### config.mk
export PLATFORM = sky130hd
export DESIGN_NAME = rx_deframer
export DESIGN_NICKNAME = d
export VERILOG_FILES = /design/src/rtl/rx_deframer.sv
export SDC_FILE = /design/constraint.sdc
export NUM_CORES = 1
export LEC_CHECK = 0
export CORE_MARGIN = 4
export CORE_UTILIZATION = 56
export CTS_CLUSTER_DIAMETER = 200
export DETAILED_ROUTE_END_ITERATION = 7
export GPL_TIMING_DRIVEN = 0
export PLACE_DENSITY = 0.78
export RECOVER_POWER = 100
export SLEW_MARGIN = 0
export SYNTH_ARGS = -nofsm -noshare
export SYNTH_HDL_FRONTEND = slang
export SYNTH_SLANG_ARGS = --single-unit
### constraint.sdc
create_clock -name inClock -period 3 [get_ports inClock]
set_clock_uncertainty 0.15 [all_clocks]
set_input_delay 0.3 -clock inClock [delete_from_list [all_inputs] [get_ports inClock]]
set_output_delay 0.3 -clock inClock [all_outputs]
set_load 0.05 [all_outputs]
### src/rtl/rx_deframer.sv
// Receive-side bit-stream deframer: hunts for a zero preamble and SFD, reads a
// length header, then forwards exactly length*8 payload bits to the output FIFO.
module rx_deframer #(
    parameter int          PREAMBLE_MIN = 8,
    parameter logic [7:0]  SFD          = 8'hA7,
    parameter int          MAX_LEN      = 127
) (
    input  logic       inClock,
    input  logic       inReset,
    input  logic       inBit,
    input  logic       inBitValid,
    input  logic       inFifoFull,
    output logic       outBit,
    output logic       outBitValid,
    output logic       outFrameActive,
    output logic       outFrameDone,
    output logic       outLengthError,
    output logic       outOverflow,
    output logic [6:0] outLength
);

    typedef enum logic [1:0] {
        ST_HUNT    = 2'd0,
        ST_SFD     = 2'd1,
        ST_LEN     = 2'd2,
        ST_PAYLOAD = 2'd3
    } state_t;

    state_t     r_state;
    logic [7:0] r_zero_run;
    logic [6:0] r_shift;
    logic [2:0] r_bit_cnt;
    logic [9:0] r_remain;
    logic       r_out_bit;
    logic       r_out_valid;
    logic       r_done;
    logic       r_len_err;
    logic       r_overflow;
    logic [6:0] r_length;

    state_t     w_state_nxt;
    logic [7:0] w_zero_run_nxt;
    logic [6:0] w_shift_nxt;
    logic [2:0] w_bit_cnt_nxt;
    logic [9:0] w_remain_nxt;
    logic       w_out_bit_nxt;
    logic       w_out_valid_nxt;
    logic       w_done_nxt;
    logic       w_len_err_nxt;
    logic       w_overflow_nxt;
    logic [6:0] w_length_nxt;

    // Byte as it would look with the current bit shifted in (LSB first).
    logic [7:0] w_byte;
    logic [6:0] w_len;
    assign w_byte = {inBit, r_shift};
    assign w_len  = w_byte[6:0];

    always_comb begin
        w_state_nxt     = r_state;
        w_zero_run_nxt  = r_zero_run;
        w_shift_nxt     = r_shift;
        w_bit_cnt_nxt   = r_bit_cnt;
        w_remain_nxt    = r_remain;
        w_out_bit_nxt   = 1'b0;
        w_out_valid_nxt = 1'b0;
        w_done_nxt      = 1'b0;
        w_len_err_nxt   = 1'b0;
        w_overflow_nxt  = r_overflow;
        w_length_nxt    = r_length;

        if (inBitValid) begin
            case (r_state)
                ST_HUNT: begin
                    if (!inBit) begin
                        if (r_zero_run != 8'hFF)
                            w_zero_run_nxt = r_zero_run + 8'd1;
                    end else if (r_zero_run >= PREAMBLE_MIN[7:0]) begin
                        w_shift_nxt   = {inBit, 6'b0};
                        w_bit_cnt_nxt = 3'd1;
                        w_state_nxt   = ST_SFD;
                    end else begin
                        w_zero_run_nxt = 8'd0;
                    end
                end
                ST_SFD: begin
                    w_shift_nxt   = w_byte[7:1];
                    w_bit_cnt_nxt = r_bit_cnt + 3'd1;
                    if (r_bit_cnt == 3'd7) begin
                        w_bit_cnt_nxt = 3'd0;
                        if (w_byte == SFD) begin
                            w_state_nxt    = ST_LEN;
                            w_overflow_nxt = 1'b0;
                        end else begin
                            // Mismatching bits are discarded, not rescanned.
                            w_state_nxt    = ST_HUNT;
                            w_zero_run_nxt = 8'd0;
                        end
                    end
                end
                ST_LEN: begin
                    w_shift_nxt   = w_byte[7:1];
                    w_bit_cnt_nxt = r_bit_cnt + 3'd1;
                    if (r_bit_cnt == 3'd7) begin
                        if (w_len == 7'd0 || w_len > MAX_LEN[6:0]) begin
                            w_len_err_nxt  = 1'b1;
                            w_state_nxt    = ST_HUNT;
                            w_zero_run_nxt = 8'd0;
                        end else begin
                            w_length_nxt = w_len;
                            w_remain_nxt = {w_len, 3'b000};
                            w_state_nxt  = ST_PAYLOAD;
                        end
                    end
                end
                ST_PAYLOAD: begin
                    // A dropped bit still consumes one slot of the frame.
                    w_remain_nxt = r_remain - 10'd1;
                    if (!inFifoFull) begin
                        w_out_valid_nxt = 1'b1;
                        w_out_bit_nxt   = inBit;
                    end else begin
                        w_overflow_nxt = 1'b1;
                    end
                    if (r_remain == 10'd1) begin
                        w_done_nxt     = 1'b1;
                        w_state_nxt    = ST_HUNT;
                        w_zero_run_nxt = 8'd0;
                    end
                end
                default: w_state_nxt = ST_HUNT;
            endcase
        end
    end

    always_ff @(posedge inClock) begin
        if (inReset) begin
            r_state     <= ST_HUNT;
            r_zero_run  <= 8'd0;
            r_shift     <= 7'd0;
            r_bit_cnt   <= 3'd0;
            r_remain    <= 10'd0;
            r_out_bit   <= 1'b0;
            r_out_valid <= 1'b0;
            r_done      <= 1'b0;
            r_len_err   <= 1'b0;
            r_overflow  <= 1'b0;
            r_length    <= 7'd0;
        end else begin
            r_state     <= w_state_nxt;
            r_zero_run  <= w_zero_run_nxt;
            r_shift     <= w_shift_nxt;
            r_bit_cnt   <= w_bit_cnt_nxt;
            r_remain    <= w_remain_nxt;
            r_out_bit   <= w_out_bit_nxt;
            r_out_valid <= w_out_valid_nxt;
            r_done      <= w_done_nxt;
            r_len_err   <= w_len_err_nxt;
            r_overflow  <= w_overflow_nxt;
            r_length    <= w_length_nxt;
        end
    end

    assign outBit         = r_out_bit;
    assign outBitValid    = r_out_valid;
    assign outFrameActive = (r_state == ST_LEN) || (r_state == ST_PAYLOAD);
    assign outFrameDone   = r_done;
    assign outLengthError = r_len_err;
    assign outOverflow    = r_overflow;
    assign outLength      = r_length;

endmodule

==> results of run 1 <==
==> through the flow <==
stage | util [%] | std cells | worst slack [ns] | hold slack, ns | instance area [sq um]
finish | 66.6 | 328 | 0.341 | 0.190 | 2440
global route | 66.6 | 328 | 0.206 | 0.200 | 2440
CTS | 67.1 | 329 | 0.0613 | 0.191 | 2460
detailed placement | 64.1 | 321 | 0.350 | 0.299 | 2350
global placement | 64.1 | 321 | 0.394 | 0.293 | 2350
floorplan | - | 257 | 0.865 | 0.237 | 2130
==> synth_stat cells, drive strengths merged, types with 2 or more instances <==
library cell  count
nand4b            2
a21oi            21
nand2b            3
a211oi            7
a21o              4
a211o             3
or2               4
o21ai            11
o31ai             2
nand2            30
mux2i             3
nor4b             2
nor2b             3
and3              4
ha               10
and2              3
nor2             22
dfxtp            42
a22o              7
buf               4
clkbuf            7
inv              12
nand3             9
nor4              6
or3               4
nor3             10
o41ai             3
or4               2
==> how the worst max path moves through the flow <==
stage                       from        endpoint  slack, ns  depth (start not counted)
floorplan           r_bit_cnt[0]     r_remain[1]       0.87                          9
global placement      inBitValid     r_remain[1]       0.39                          8
detailed placement    inBitValid     r_remain[1]       0.35                          8
CTS                   r_state[1]  outFrameActive       0.06                          5
global route          r_state[1]  outFrameActive       0.21                          4
finish                r_state[1]  outFrameActive       0.34                          4
==> cell type report <==
| class | instances | share of cell area, % |
|---|---|---|
| Sequential cell | 42 | 34.5 |
| Inverter | 13 | 2.00 |
| Timing Repair Buffer | 16 | 6.57 |
| Tap cell | 48 | 2.46 |
| Clock inverter | 3 | 1.64 |
| Buffer | 10 | 1.69 |
| Multi-Input combinational cell | 191 | 48.3 |
| Clock buffer | 5 | 2.82 |
==> registers in the layout, summed over array words and instances (netlist names) <==
name,cells
outBit,1
outBitValid,1
outFrameDone,1
outLength,7
outLengthError,1
outOverflow,1
r_bit_cnt,3
r_remain,10
r_shift,7
r_state,2
r_zero_run,8
==> power groups by stage <==
stage / clock, W / sequential, W / combinational [W]
after floorplan: 0 / 0.000572 / 0.0000200
after global placement: 0 / 0.000572 / 0.0000327
final: 0.000437 / 0.000559 / 0.0000314
after global routing: 0.000471 / 0.000560 / 0.0000349
after detailed placement: 0 / 0.000573 / 0.0000328
after CTS: 0.000450 / 0.000559 / 0.0000328
==> worst register-to-register path, delay by kind of cell, from the launching register on <==
| family | cells | cell delay, ns |
|---|---|---|
| buf+inv | 2 | 0.50 |
| simple gates | 3 | 0.68 |
| flops | 1 | 0.36 |
| fa+ha+maj | 2 | 0.42 |
| compound gates | 2 | 0.40 |
==> layer usage <==
layer  routed length, microns  share of wire (%)  GRT usage [%]
met4                       81                1.7           6.81
met2                     2180                 47           31.6
met5                        0                  0              0
met3                      204                4.4           4.20
met1                     2200                 47           25.8
==> logic make-up after synthesis <==
family,after synthesis,share of synthesized area [%]
and+or+nand+nor,107,25.6
adders and majority gates,10,5.88
AOI/OAI and AO/OA,70,22.6
muxes,3,1.41
DFF,42,39.5
buffers and inverters,24,4.47
xor gates and xnor gates,1,0.412
==> summary.md, run 1 <==
| Metric | Value |
|---|---|
| Status | complete, no violations |
| Crit Reg-Reg Startpoint | r_bit_cnt[0] |
| Worst setup EP type | output pin |
| Hold Crit Depth | 2 |
| Seq pwr share | a little over half |
| Mapped Cells | roughly 260 |
| Tightest Pin Transition | 0.798 ns |
| Gate power share | 3.1% |
| Vias in the first global route | about 1800 |
| Fin Setup TNS | 0 ns |
| Area leader, netlist | dfxtp_1 |
| Most frequently used flop master after synthesis | dfxtp_1 |
| Hold Violations, Final | 0 |
| # fillers | between 300 and 400 |
| Die width | approximately 70 microns |
| Sequential Area | roughly 840 sq um |
| CP top delay family | buffers and inverters |
| Sw Ratio | between 20% and 30% |
| Sink Count | 42 |
| Overall Global Routing Usage | approximately a fifth |
| Initial antenna violation count | 0 |
| Largest net degree at the start of global routing | 14 |
| Buffers on Ports | 16 |
| WHS Endpoint | outBit |
| Yosys cell types | 51 |
| DIE HEIGHT | approximately 70 microns |
| Total CTS buffers | 5 |
| Startpoint Class | register |
| DRC viols | 0 |
| Sequence of cells on the critical path | ha_1, buf_2, or2_2, dlygate4sd3_1 |
| Clk slew on worst S/H paths | ~0.08 ns |
| Most frequent cells in the layout | dfxtp_1 (42), nand2_1 (30), nor2_1 (22) |
| R2R cell count | 9 |
| Clk Latency, worst-skew pair | slightly below 0.3 ns |
| Power share of the clock group | 42.5% |
| P_sw | roughly 0.00022 W |
| Internal Power | 0.000813 W |
| DRT antenna net count | 0 |
| Leakage Power | 0.964 nW |
| Layout cells sized above 1 | ~5.7% |
| RSZ-0062 raised after global routing | no |
| Area of the multi-input gates | about 0.0012 sq mm |
| Global-route wire length before repair | 7.91 mm |
| Top cells by area, synth | dfxtp_1 (40%), ha_1 (5.9%), nand2_1 (5.3%), a21oi_1 (4.9%), nor2_1 (3.9%) |
| Vias | roughly 1900 |
| Register area share after synthesis | 39.5% |
| Buf/Inv on CP | 2 |
| Tcrit/Tclk final | between 80% and 90% |
| Netlist Area Pre-Place | approximately 0.0021 sq mm |
| Power density over the cells | approximately 420 mW/mm^2 |
| Ys async rst share | 0% |
| Net Count, Synth | ~270 |
| Critical Path RT | 2.55 ns |
| CP max-delay cell | dlygate4sd3_1 |
| GR Overflow Total | 0 |
| Worst Path Arrival | 2.21 ns |
| PostCTS Resize Cnt | 0 |
| Synth warn | 0 |
| Reg-to-reg setup timing slack | about 0.42 ns |
| DR pass1 iterations | 4 |
| Clock Root Buffer | clkbuf_8 |
| Drt total wl | roughly 4.7 mm |
| Yosys reg bits | 42 |
| Slew HR | a little under half |
| CP max stage delay | ~0.86 ns |
| Routability congestion estimate | ~0.86 |
| MaxCap Viol Count | 0 |
| N_diodes | 0 |
| TritonCTS clock tree | yes |
| Syn_area_per_cell | about 8.3 sq um |
| Hold Buf Count CTS | 0 |
| Fin. max-slew vios | 0 |
| Post-synth EDFFs | 0 |
| Wire per inst | ~14 microns |
| Fin nets | 294 |
| Row count | 22 |
| I/O pins | 18 |
| Area growth syn-to-layout | 14.6% |
| Tot Pwr | 0.00103 W |
| Commonest non-fill, non-tap cell in the layout | dfxtp_1 |
| H-Tree Depth | 2 |
| Total core area | about 0.0037 sq mm |
| Worst setup path class | register to output pin |
| Maximum vdd drop | 0.206 mV |
| Full die area | around 0.0048 sq mm |
| Fmax | approximately 380 MHz |
| Final min period | ~2.7 ns |
| Max clock buf depth | 2 |
| Critical path peak fanout | 19 |
| Vias per inst | 5.86 |
| Hold Path Origin | inBit |
| Total setup buffers inserted after CTS | 0 |
| Initial Util | between 50% and 60% |
| FF-to-FF End | r_remain[1] |
| First DRT Iteration DRCs | ~150 |
| Yosys top cell area share | between 30% and 40% |
| Final setup violation count | 0 |
| Final HPWL DP | about 3.4 mm |
| Worst hold path class | input port to register |
No activity file was read; power rests on OpenSTA's default activity.
==> inputs of run 2 (changes only) <==
- SLEW_MARGIN: 0 -> default
==> results of run 2 <==
Final layout, timing and power as in run 1 (identical DEF).
==> inputs of run 3 (changes only) <==
- TNS_END_PERCENT: default -> 5
- clock period: 3 -> 3.1 ns (I/O delays scaled with it)
==> run 3 against run 2 <==
Compared with the run above:
- sequential cell count did not move
- hold slack better by 0.015 ns
- power shrank 3.4%
- via count is 2.0% higher
- critical path type unchanged
- core utilization grew 0.17 points
- final area grew 0.26%
- highest routed layer unchanged
- final cell count is 0.30% higher
- first-iteration DRC count down 11%
- setup slack worse by 0.19 ns
==> summary.md, run 3 (same netlist as run 1, synthesis figures left out) <==
| Metric | Value |
|---|---|
| Top reg by flops | r_remain |
| Fin Setup TNS | 0 ns |
| Largest regs | r_remain x10, r_zero_run x8 |
| Commonest non-fill, non-tap cell in the layout | dfxtp_1 |
| N_diodes | 0 |
| Wire per inst | ~14 microns |
| PostCTS Resize Cnt | 0 |
| Tightest Pin Transition | around 0.81 ns |
| Leakage Power | ~0.96 nW |
| Hold Violations, Final | 0 |
| Worst Path Arrival | roughly 2.5 ns |
| Total setup buffers inserted after CTS | 0 |
| Worst setup EP type | output pin |
| Max reg flops | 10 |
| Startpoint Class | register |
| Sequential Area | 841 sq um |
| Worst setup path class | register to output pin |
| DIE HEIGHT | 69.6 microns |
| Maximum vdd drop | 0.198 mV |
| Area growth syn-to-layout | 14.9% |
| Largest net degree at the start of global routing | 14 |
| # fillers | around 330 |
| Vias per inst | about 6.0 |
| Global-route wire length before repair | about 7.9 mm |
| Vias | between 1500 and 2000 |
| Initial Util | 58.1% |
| Worst hold path class | input port to register |
| Layout cells sized above 1 | 5.69% |
| Drt total wl | 4.71 mm |
| First DRT Iteration DRCs | 131 |
| Critical Path RT | about 2.6 ns |
| GR Overflow Total | 0 |
| Most frequent cells in the layout | dfxtp_1 (42), nand2_1 (30), nor2_1 (22) |
| Critical path peak fanout | 10 |
| Tcrit/Tclk final | a little over nine tenths |
| Fmax | roughly 340 MHz |
| H-Tree Depth | 2 |
| Total core area | 0.00366 sq mm |
| Status | complete, no violations |
| DRC viols | 0 |
| Final setup violation count | 0 |
| Die width | just under 70 microns |
| TritonCTS clock tree | yes |
| Sink Count | 42 |
| Clk slew on worst S/H paths | 0.08 ns |
| I/O pins | 18 |
| Final setup margin | approximately 0.15 ns |
| Overall Global Routing Usage | 19.5% |
| MaxCap Viol Count | 0 |
| Power density over the cells | roughly 410 mW/mm^2 |
| Vias in the first global route | ~1800 |
| Final HPWL DP | roughly 3.4 mm |
| Buffers on Ports | 16 |
| Fin. max-slew vios | 0 |
| Row count | 22 |
| Place WS | between 0.4 and 0.5 ns |
| Clock Root Buffer | clkbuf_8 |
| Max clock buf depth | 2 |
| Slew HR | between 40% and 50% |
| Clk Latency, worst-skew pair | about 0.29 ns |
| Area of the multi-input gates | between 0.001 and 0.0015 sq mm |
| Total CTS buffers | 5 |
| DRT antenna net count | 0 |
| Hold Buf Count CTS | 0 |
| Fin nets | 295 |
| Full die area | between 0.004 and 0.005 sq mm |
| Initial antenna violation count | 0 |
| Final min period | about 3.0 ns |
| DR pass1 iterations | 5 |
| Routability congestion estimate | roughly 0.86 |
| RSZ-0062 raised after global routing | no |
-- run 3: changes by cell type in the layout (fill, tap and decap cells not counted) --
cell,delta
clkbuf_2,+1
clkbuf_1,+2
buf_2,-2
or4_1,-1
or4_4,+1
-- run 3: per-stage QoR --
step                instances  instance area (sq um)  utilization [%]  power [W]  hold WS, ns
floorplan                 257                   2130                -   0.000573        0.247
global placement          321                   2350             64.1   0.000586        0.293
detailed placement        321                   2350             64.1   0.000586        0.299
CTS                       329                   2460             67.1    0.00101        0.201
global route              329                   2440             66.8    0.00103        0.210
finish                    329                   2440             66.8   0.000993        0.205
-- run 3: path summary, 6_finish.rpt --
check                        end  slack, ns  cells past startpoint    startpoint
setup / recovery  outFrameActive       0.15                      5    r_state[1]
hold / removal            outBit       0.20                      2         inBit
setup reg to reg     r_remain[1]       0.44                      9  r_bit_cnt[0]
hold reg to reg     outLength[2]       0.30                      2  outLength[2]
-- run 3: report_power, final --
group	internal, W	total [W]	switching, W
Clock	0.000237	0.000422	0.000185
Sequential	0.000540	0.000541	0.00000131
Combinational	0.00000934	0.0000303	0.0000209
-- run 3: critical path, stage by stage, from the launching register on --
cell             delay [ns]
dfxtp_1                0.39
ha_1                   0.19
clkbuf_2               0.22
clkbuf_1               0.41
or2_2                  0.20
clkdlybuf4s50_1        0.79
-- run 3: layout make-up --
cell class	instances	area share [%]
Timing Repair Buffer	16	6.55
Clock inverter	3	1.64
Buffer	11	1.79
Clock buffer	5	2.81
Sequential cell	42	34.4
Tap cell	48	2.46
Inverter	13	2.00
Multi-Input combinational cell	191	48.4
-- run 3: layer usage --
layer  vias to the layer above  wire length (microns)  global-route usage [%]
li1                        985                      -                       -
met1                       913                   2210                    25.8
met2                        53                   2220                    31.6
met3                        10                    201                    4.20
met4                         0                     73                    6.81
met5                         -                      0                       0
